File: src/rtl/ccff_pkg.sv
// Shared types and sizing helpers for the ccff configuration-chain loader.
package ccff_pkg;

    localparam int unsigned DefaultNumChains = 10;
    localparam int unsigned DefaultChainLen  = 64;

    function automatic int unsigned count_width(input int unsigned chain_len);
        return $clog2(chain_len + 1);
    endfunction

    localparam int unsigned DefaultCntW = $clog2(DefaultChainLen + 1);

    typedef enum logic [2:0] {
        StIdle,
        StLoad,
        StFlush,
        StCheck,
        StDone,
        StErr
    } ccff_state_t;

endpackage

File: src/rtl/ccff_chain_loader_if.sv
// Bitstream-source and fabric-side signals of the ccff chain loader.
interface ccff_chain_loader_if
    import ccff_pkg::*;
#(
    parameter int unsigned NUM_CHAINS = DefaultNumChains,
    parameter int unsigned CHAIN_LEN  = DefaultChainLen,
    localparam int unsigned CntW      = count_width(CHAIN_LEN)
);
    logic                  start;
    logic [NUM_CHAINS-1:0] cfg_word;
    logic                  cfg_valid;
    logic                  cfg_ready;
    logic [NUM_CHAINS-1:0] ccff_head;
    logic                  ccff_shift;
    logic [NUM_CHAINS-1:0] ccff_tail;
    logic                  config_enable;
    logic                  CFG_DONE;
    logic                  cfg_error;
    logic [CntW-1:0]       word_count;

    // Loader side.
    modport slave (
        input  start, cfg_word, cfg_valid, ccff_tail,
        output cfg_ready, ccff_head, ccff_shift, config_enable, CFG_DONE, cfg_error, word_count
    );

    // Bitstream source / fabric side.
    modport master (
        output start, cfg_word, cfg_valid, ccff_tail,
        input  cfg_ready, ccff_head, ccff_shift, config_enable, CFG_DONE, cfg_error, word_count
    );

endinterface

File: src/rtl/ccff_shift_ctrl.sv
// Word counter, registered ready, and the ccff_head/ccff_shift output registers.
module ccff_shift_ctrl
    import ccff_pkg::*;
#(
    parameter int unsigned NUM_CHAINS = DefaultNumChains,
    parameter int unsigned CHAIN_LEN  = DefaultChainLen,
    localparam int unsigned CntW      = count_width(CHAIN_LEN)
) (
    input  logic                  clk_i,
    input  logic                  rst_ni,
    input  logic                  clear_i,
    input  logic                  load_i,
    input  logic [NUM_CHAINS-1:0] cfg_word_i,
    input  logic                  cfg_valid_i,
    output logic                  accept_o,
    output logic                  cfg_ready_o,
    output logic [NUM_CHAINS-1:0] ccff_head_o,
    output logic                  ccff_shift_o,
    output logic [CntW-1:0]       word_count_o
);

    logic [CntW-1:0]       count_q, count_d;
    logic [NUM_CHAINS-1:0] head_q, head_d;
    logic                  shift_q, shift_d;
    logic                  ready_q, ready_d;

    assign accept_o = cfg_valid_i && ready_q;

    always_comb begin
        count_d = count_q;
        head_d  = head_q;
        shift_d = accept_o;
        if (clear_i) begin
            count_d = '0;
        end else if (accept_o && (count_q < CntW'(CHAIN_LEN))) begin
            count_d = count_q + CntW'(1);
        end
        if (accept_o) begin
            head_d = cfg_word_i;
        end
        // Ready is registered, so it looks at the post-edge state and count.
        ready_d = load_i && (count_d < CntW'(CHAIN_LEN));
    end

    always_ff @(posedge clk_i or negedge rst_ni) begin
        if (!rst_ni) begin
            count_q <= '0;
            head_q  <= '0;
            shift_q <= 1'b0;
            ready_q <= 1'b0;
        end else begin
            count_q <= count_d;
            head_q  <= head_d;
            shift_q <= shift_d;
            ready_q <= ready_d;
        end
    end

    assign cfg_ready_o  = ready_q;
    assign ccff_head_o  = head_q;
    assign ccff_shift_o = shift_q;
    assign word_count_o = count_q;

endmodule

File: src/rtl/ccff_chain_loader.sv
// Streams configuration words into parallel ccff chains and verifies continuity via ccff_tail.
module ccff_chain_loader
    import ccff_pkg::*;
#(
    parameter int unsigned NUM_CHAINS = DefaultNumChains,
    parameter int unsigned CHAIN_LEN  = DefaultChainLen,
    parameter bit          CHECK_TAIL = 1'b1
) (
    input logic                prog_clock,
    input logic                global_reset_n,
    ccff_chain_loader_if.slave bus
);

    localparam int unsigned CntW = count_width(CHAIN_LEN);

    ccff_state_t           state_q, state_d;
    logic                  start_take;
    logic                  accept;
    logic                  load_next;
    logic                  tail_ok;
    logic [NUM_CHAINS-1:0] first_word_q, first_word_d;

    assign start_take = bus.start && (state_q inside {StIdle, StDone, StErr});
    // After CHAIN_LEN shifts the first word sits in the last flop of every chain.
    assign tail_ok    = !CHECK_TAIL || (bus.ccff_tail == first_word_q);
    assign load_next  = (state_d == StLoad);

    ccff_shift_ctrl #(
        .NUM_CHAINS(NUM_CHAINS),
        .CHAIN_LEN (CHAIN_LEN)
    ) u_shift_ctrl (
        .clk_i       (prog_clock),
        .rst_ni      (global_reset_n),
        .clear_i     (start_take),
        .load_i      (load_next),
        .cfg_word_i  (bus.cfg_word),
        .cfg_valid_i (bus.cfg_valid),
        .accept_o    (accept),
        .cfg_ready_o (bus.cfg_ready),
        .ccff_head_o (bus.ccff_head),
        .ccff_shift_o(bus.ccff_shift),
        .word_count_o(bus.word_count)
    );

    always_ff @(posedge prog_clock or negedge global_reset_n) begin
        if (!global_reset_n) begin
            state_q      <= StIdle;
            first_word_q <= '0;
        end else begin
            state_q      <= state_d;
            first_word_q <= first_word_d;
        end
    end

    always_comb begin
        state_d = state_q;
        unique case (state_q)
            StIdle:  if (start_take) state_d = StLoad;
            StLoad: begin
                if (accept && (bus.word_count == CntW'(CHAIN_LEN - 1))) state_d = StFlush;
            end
            StFlush: state_d = StCheck;
            StCheck: state_d = tail_ok ? StDone : StErr;
            StDone:  if (start_take) state_d = StLoad;
            StErr:   if (start_take) state_d = StLoad;
            default: state_d = StIdle;
        endcase
    end

    always_comb begin
        first_word_d = first_word_q;
        if (accept && (bus.word_count == '0)) first_word_d = bus.cfg_word;
    end

    always_comb begin
        bus.config_enable = state_q inside {StLoad, StFlush, StCheck, StDone};
        bus.CFG_DONE      = (state_q == StDone);
        bus.cfg_error     = (state_q == StErr);
    end

endmodule
File: src/flat_wrapper.sv
// flat-port wrapper written by rule: the top's interface ports become plain ports
module ccff_chain_loader_flat import ccff_pkg::*;
#(
    parameter int unsigned NUM_CHAINS = DefaultNumChains,
    parameter int unsigned CHAIN_LEN  = DefaultChainLen,
    parameter bit          CHECK_TAIL = 1'b1
)
  (prog_clock, global_reset_n, bus_start, bus_cfg_word, bus_cfg_valid, bus_ccff_tail, bus_cfg_ready, bus_ccff_head, bus_ccff_shift, bus_config_enable, bus_CFG_DONE, bus_cfg_error, bus_word_count);
  ccff_chain_loader_if #(.NUM_CHAINS(NUM_CHAINS), .CHAIN_LEN(CHAIN_LEN)) bus_i ();
  input logic prog_clock;
  input logic global_reset_n;
  input wire logic [$bits(bus_i.start)-1:0] bus_start;
  input wire logic [$bits(bus_i.cfg_word)-1:0] bus_cfg_word;
  input wire logic [$bits(bus_i.cfg_valid)-1:0] bus_cfg_valid;
  input wire logic [$bits(bus_i.ccff_tail)-1:0] bus_ccff_tail;
  output wire logic [$bits(bus_i.cfg_ready)-1:0] bus_cfg_ready;
  output wire logic [$bits(bus_i.ccff_head)-1:0] bus_ccff_head;
  output wire logic [$bits(bus_i.ccff_shift)-1:0] bus_ccff_shift;
  output wire logic [$bits(bus_i.config_enable)-1:0] bus_config_enable;
  output wire logic [$bits(bus_i.CFG_DONE)-1:0] bus_CFG_DONE;
  output wire logic [$bits(bus_i.cfg_error)-1:0] bus_cfg_error;
  output wire logic [$bits(bus_i.word_count)-1:0] bus_word_count;
  assign bus_i.start = bus_start;
  assign bus_i.cfg_word = bus_cfg_word;
  assign bus_i.cfg_valid = bus_cfg_valid;
  assign bus_i.ccff_tail = bus_ccff_tail;
  assign bus_cfg_ready = bus_i.cfg_ready;
  assign bus_ccff_head = bus_i.ccff_head;
  assign bus_ccff_shift = bus_i.ccff_shift;
  assign bus_config_enable = bus_i.config_enable;
  assign bus_CFG_DONE = bus_i.CFG_DONE;
  assign bus_cfg_error = bus_i.cfg_error;
  assign bus_word_count = bus_i.word_count;
  ccff_chain_loader #(.NUM_CHAINS(NUM_CHAINS), .CHAIN_LEN(CHAIN_LEN), .CHECK_TAIL(CHECK_TAIL)) u_core (.prog_clock(prog_clock), .global_reset_n(global_reset_n), .bus(bus_i));
endmodule
File: config.mk
export PLATFORM = sky130hd
export DESIGN_NAME = ccff_chain_loader_flat
export DESIGN_NICKNAME = d
export VERILOG_FILES = /design/src/rtl/ccff_pkg.sv /design/src/rtl/ccff_chain_loader_if.sv /design/src/rtl/ccff_shift_ctrl.sv /design/src/rtl/ccff_chain_loader.sv /design/src/flat_wrapper.sv
export SDC_FILE = /design/constraint.sdc
export NUM_CORES = 1
export LEC_CHECK = 0
export BUFFER_PORTS_ARGS = -buffer_cell sky130_fd_sc_hd__buf_2
export CORE_MARGIN = 4
export CORE_UTILIZATION = 40
export DETAILED_ROUTE_END_ITERATION = 6
export SLEW_MARGIN = 20
export SYNTH_ARGS = -nofsm -noshare
export SYNTH_HDL_FRONTEND = slang
export SYNTH_SLANG_ARGS = --single-unit
File: constraint.sdc
create_clock -name prog_clock -period 3.15 [get_ports prog_clock]
set_clock_uncertainty 0.05 [all_clocks]
set_input_delay 0.4725 -clock prog_clock [delete_from_list [all_inputs] [get_ports prog_clock]]
set_output_delay 0.4725 -clock prog_clock [all_outputs]
set_load 0.01 [all_outputs]
==> flow_metrics.env <==
export IMPL_status="finished, final reports clean"
export IMPL_synth_area_leaders="dfrtp_1 (54%), mux2_2 (15%), xnor2_1 (7.1%)"
export IMPL_dr_first_iter_drc_count=59
export IMPL_hold_class="input pin to async pin"
export IMPL_die_h_um=69.0
export IMPL_synth_top_cell_by_area="dfrtp_1"
export IMPL_drc_errors=0
export IMPL_grt_pass1_wl_mm=5.15
export IMPL_hold_violations=0
export IMPL_reg2reg_slack_ns=1.54
export IMPL_syn_instance_count=118
export IMPL_io_pins=46
export IMPL_avgSynthCellArea_sq_um=12.6
export IMPL_post_cts_resize_count=0
export IMPL_crit_chain="nor2_1, xnor2_1, buf_2"
export IMPL_grt_overflow=0
export IMPL_drive_above_1_share_pct=45.5
export IMPL_grt_usage_pct=13.3
export IMPL_clk_latency_ns=0.27
export IMPL_grt_pass1_vias=1117
export IMPL_n_antenna_cell=0
export IMPL_cpPeakStageDelay_ns=0.49
export IMPL_ys_ff_latch=32
export IMPL_htree_levels=2
export IMPL_crit_fanout=12
export IMPL_yosys_area_top_type_share_pct=53.7
export IMPL_yosysWarnings=0
export IMPL_crit_buf_inv=1
export IMPL_cts_buffer_depth=2
export IMPL_io_buffers=45
export IMPL_r2r_end="u_core.first_word_q[4]$_DFFE_PN0P_"
export IMPL_clock_sinks=32
export IMPL_clkTransAtPathRegs_ns=0.06
export IMPL_crit_slowest_cell="dfrtp_1"
export IMPL_clockRootBuffer="clkbuf_8"
export IMPL_grt_max_degree=33
export IMPL_synth_seq_area_share_pct=53.7
export IMPL_synth_most_common_cell="dfrtp_1"
export IMPL_nNetsFinal=193
export IMPL_rows=21
export IMPL_grt_setup_unrepaired="false"
export IMPL_crit_arrival_ns=1.24
export IMPL_synth_nets=144
export IMPL_core_sq_mm=0.00347
export IMPL_fmax_mhz=567
export IMPL_power_mw=1.38
export IMPL_synth_common_cells="dfrtp_1 (32), mux2_2 (20), xnor2_1 (12)"
export IMPL_timing_final_crit_share_pct=56.0
export IMPL_endpoint_kind="output port"
export IMPL_die_w_um=69.0
export IMPL_path_delay_family="flip-flops"
export IMPL_min_period_ns=1.76
export IMPL_dieArea_sq_mm=0.00477
export IMPL_syn_to_final_growth_pct=24.5
export IMPL_ys_async_sr_fraction_pct=100
export IMPL_critical_path_class="flop to output port"
export IMPL_reg2regPathDepth=3
export IMPL_initial_utilization_pct=43.0
export IMPL_firstDrtPassIters=4
export IMPL_synth_cell_types=30
export IMPL_finalSetupViolCount=0
export IMPL_final_setup_tns_ns=0
export IMPL_cts_tree="yes"
export IMPL_drv_cap=0
export IMPL_worstSetupStartpointType="flop"
export IMPL_max_vdd_ir_drop_mv=0.368
export IMPL_relSlewSlack_pct=54.5
export IMPL_post_cts_setup_buffer_count=0
export IMPL_rr_startpoint="u_core.u_shift_ctrl.word_count_o[6]$_DFF_PN0_"
export IMPL_syn_area_sq_mm=0.00149
export IMPL_required_ns=2.63
export IMPL_ant_nets=0
export IMPL_leakagePower_nw=0.864
export IMPL_synth_edf_count=0
export IMPL_antenna_found_initial=0
export IMPL_tightest_slew_ns=0.682
export IMPL_powerDensity_mw_per_mm2=741
export IMPL_numCtsBuffers=5
export IMPL_routed_wl_mm=2.89
export IMPL_post_drt_wl_per_cell_um=13.6
export IMPL_ys_flop_type="dfrtp_1"
export IMPL_fill_cells=338
export IMPL_routed_via_density=4.90
export IMPL_place_gp_congestion=0.744
export IMPL_cts_hold_buffers=0
export IMPL_vias=1044
export IMPL_report_final_slew_viol_count=0
worst reg2reg max path, cell delays in order (launching register included):
cell     delay [ns]
dfrtp_1        0.43
and3b_1        0.46
nand3_4        0.23
mux2_2         0.33
cell usage in the layout (no fill, tap or decap):
cell type and instances:
a41oi_1 1, xor2_1 4, nand2_1 5, dfrtp_1 32
buf_2 45, and3_1 1, o21ai_0 3, nor3b_2 1
o31ai_1 1, and3b_1 2, nor4_4 1, inv_1 3
nor3_1 1, nor3b_1 1, nand4bb_1 1, and2_1 1
nand3_1 2, a21oi_1 3, o41ai_1 1, nand4_1 4
nand2b_1 2, nand3_4 1, nor2_1 7, a21o_1 1
nor2b_1 1, and3_2 1, clkbuf_8 7, mux2_2 20
xnor2_1 12, ha_1 2
per-layer routing:
layer	up-vias	part of all wire (%)	track usage (%)
met5	-	0	0
met4	0	1.4	5.21
met3	5	7.8	5.09
met2	37	47	21.1
met1	493	44	16.4
li1	509	-	-
logic make-up after synthesis:
kind of cell | count (synthesis) | synth area share [%]
XOR/XNOR | 16 | 9.40
buffers and inverters | 6 | 1.68
multiplexers | 20 | 15.1
AND/OR/NAND/NOR | 32 | 14.2
AO/OA/AOI/OAI | 10 | 4.20
adder cells (fa/ha/maj) | 2 | 1.68
flip-flops | 32 | 53.7
worst max-delay path by stage:
| stage | from | to | slack (ns) | cells past startpoint |
|---|---|---|---|---|
| 2_1_floorplan | u_core.state_q[1]$_DFF_PN0_ | bus_config_enable | 1.69 | 3 |
| 3_3_place_gp | bus_cfg_valid | u_core.u_shift_ctrl.cfg_ready_o$_DFF_PN0_ | 1.44 | 5 |
| 3_5_place_dp | bus_cfg_valid | u_core.u_shift_ctrl.word_count_o[6]$_DFF_PN0_ | 1.46 | 5 |
| 4_1_cts | u_core.state_q[1]$_DFF_PN0_ | bus_CFG_DONE | 1.36 | 3 |
| 5_1_grt | u_core.state_q[1]$_DFF_PN0_ | bus_CFG_DONE | 1.26 | 3 |
| 6_report | u_core.state_q[1]$_DFF_PN0_ | bus_config_enable | 1.39 | 3 |
final cells by class:
| type | instances | area, sq um | share of cell area, % |
|---|---|---|---|
| Sequential cell | 32 | 801 | 43.2 |
| Multi-Input combinational cell | 80 | 664 | 35.8 |
| Timing Repair Buffer | 45 | 225 | 12.1 |
| Clock buffer | 7 | 96.3 | 5.19 |
| Tap cell | 46 | 57.6 | 3.10 |
| Inverter | 3 | 11.3 | 0.607 |
power breakdown:
group | leakage, nW | switching [mW] | internal (mW)
Combinational | 0.428 | 0.173 | 0.234
Sequential | 0.385 | 0.110 | 0.530
Clock | 0.0503 | 0.135 | 0.194
Total | 0.864 | 0.418 | 0.957
through the flow:
stage | area [sq um] | hold slack [ns] | std cells | worst slack [ns] | utilization, %
final | 1860 | 0.186 | 213 | 1.39 | 53.5
after floorplan | 1490 | 0.127 | 118 | 1.69 | -
after global routing | 1860 | 0.258 | 213 | 1.26 | 53.5
after CTS | 1860 | 0.224 | 213 | 1.36 | 53.5
after detailed placement | 1760 | 0.438 | 206 | 1.46 | 50.7
after global placement | 1760 | 0.431 | 206 | 1.44 | 50.7
flip-flops by register name (all words and copies together) (netlist names):
name	count
u_core.u_shift_ctrl.ccff_shift_o	1
u_core.u_shift_ctrl.word_count_o	7
u_core.u_shift_ctrl.ccff_head_o	10
u_core.u_shift_ctrl.cfg_ready_o	1
u_core.first_word_q	10
u_core.state_q	3
Power figures use the tool's default switching activity.
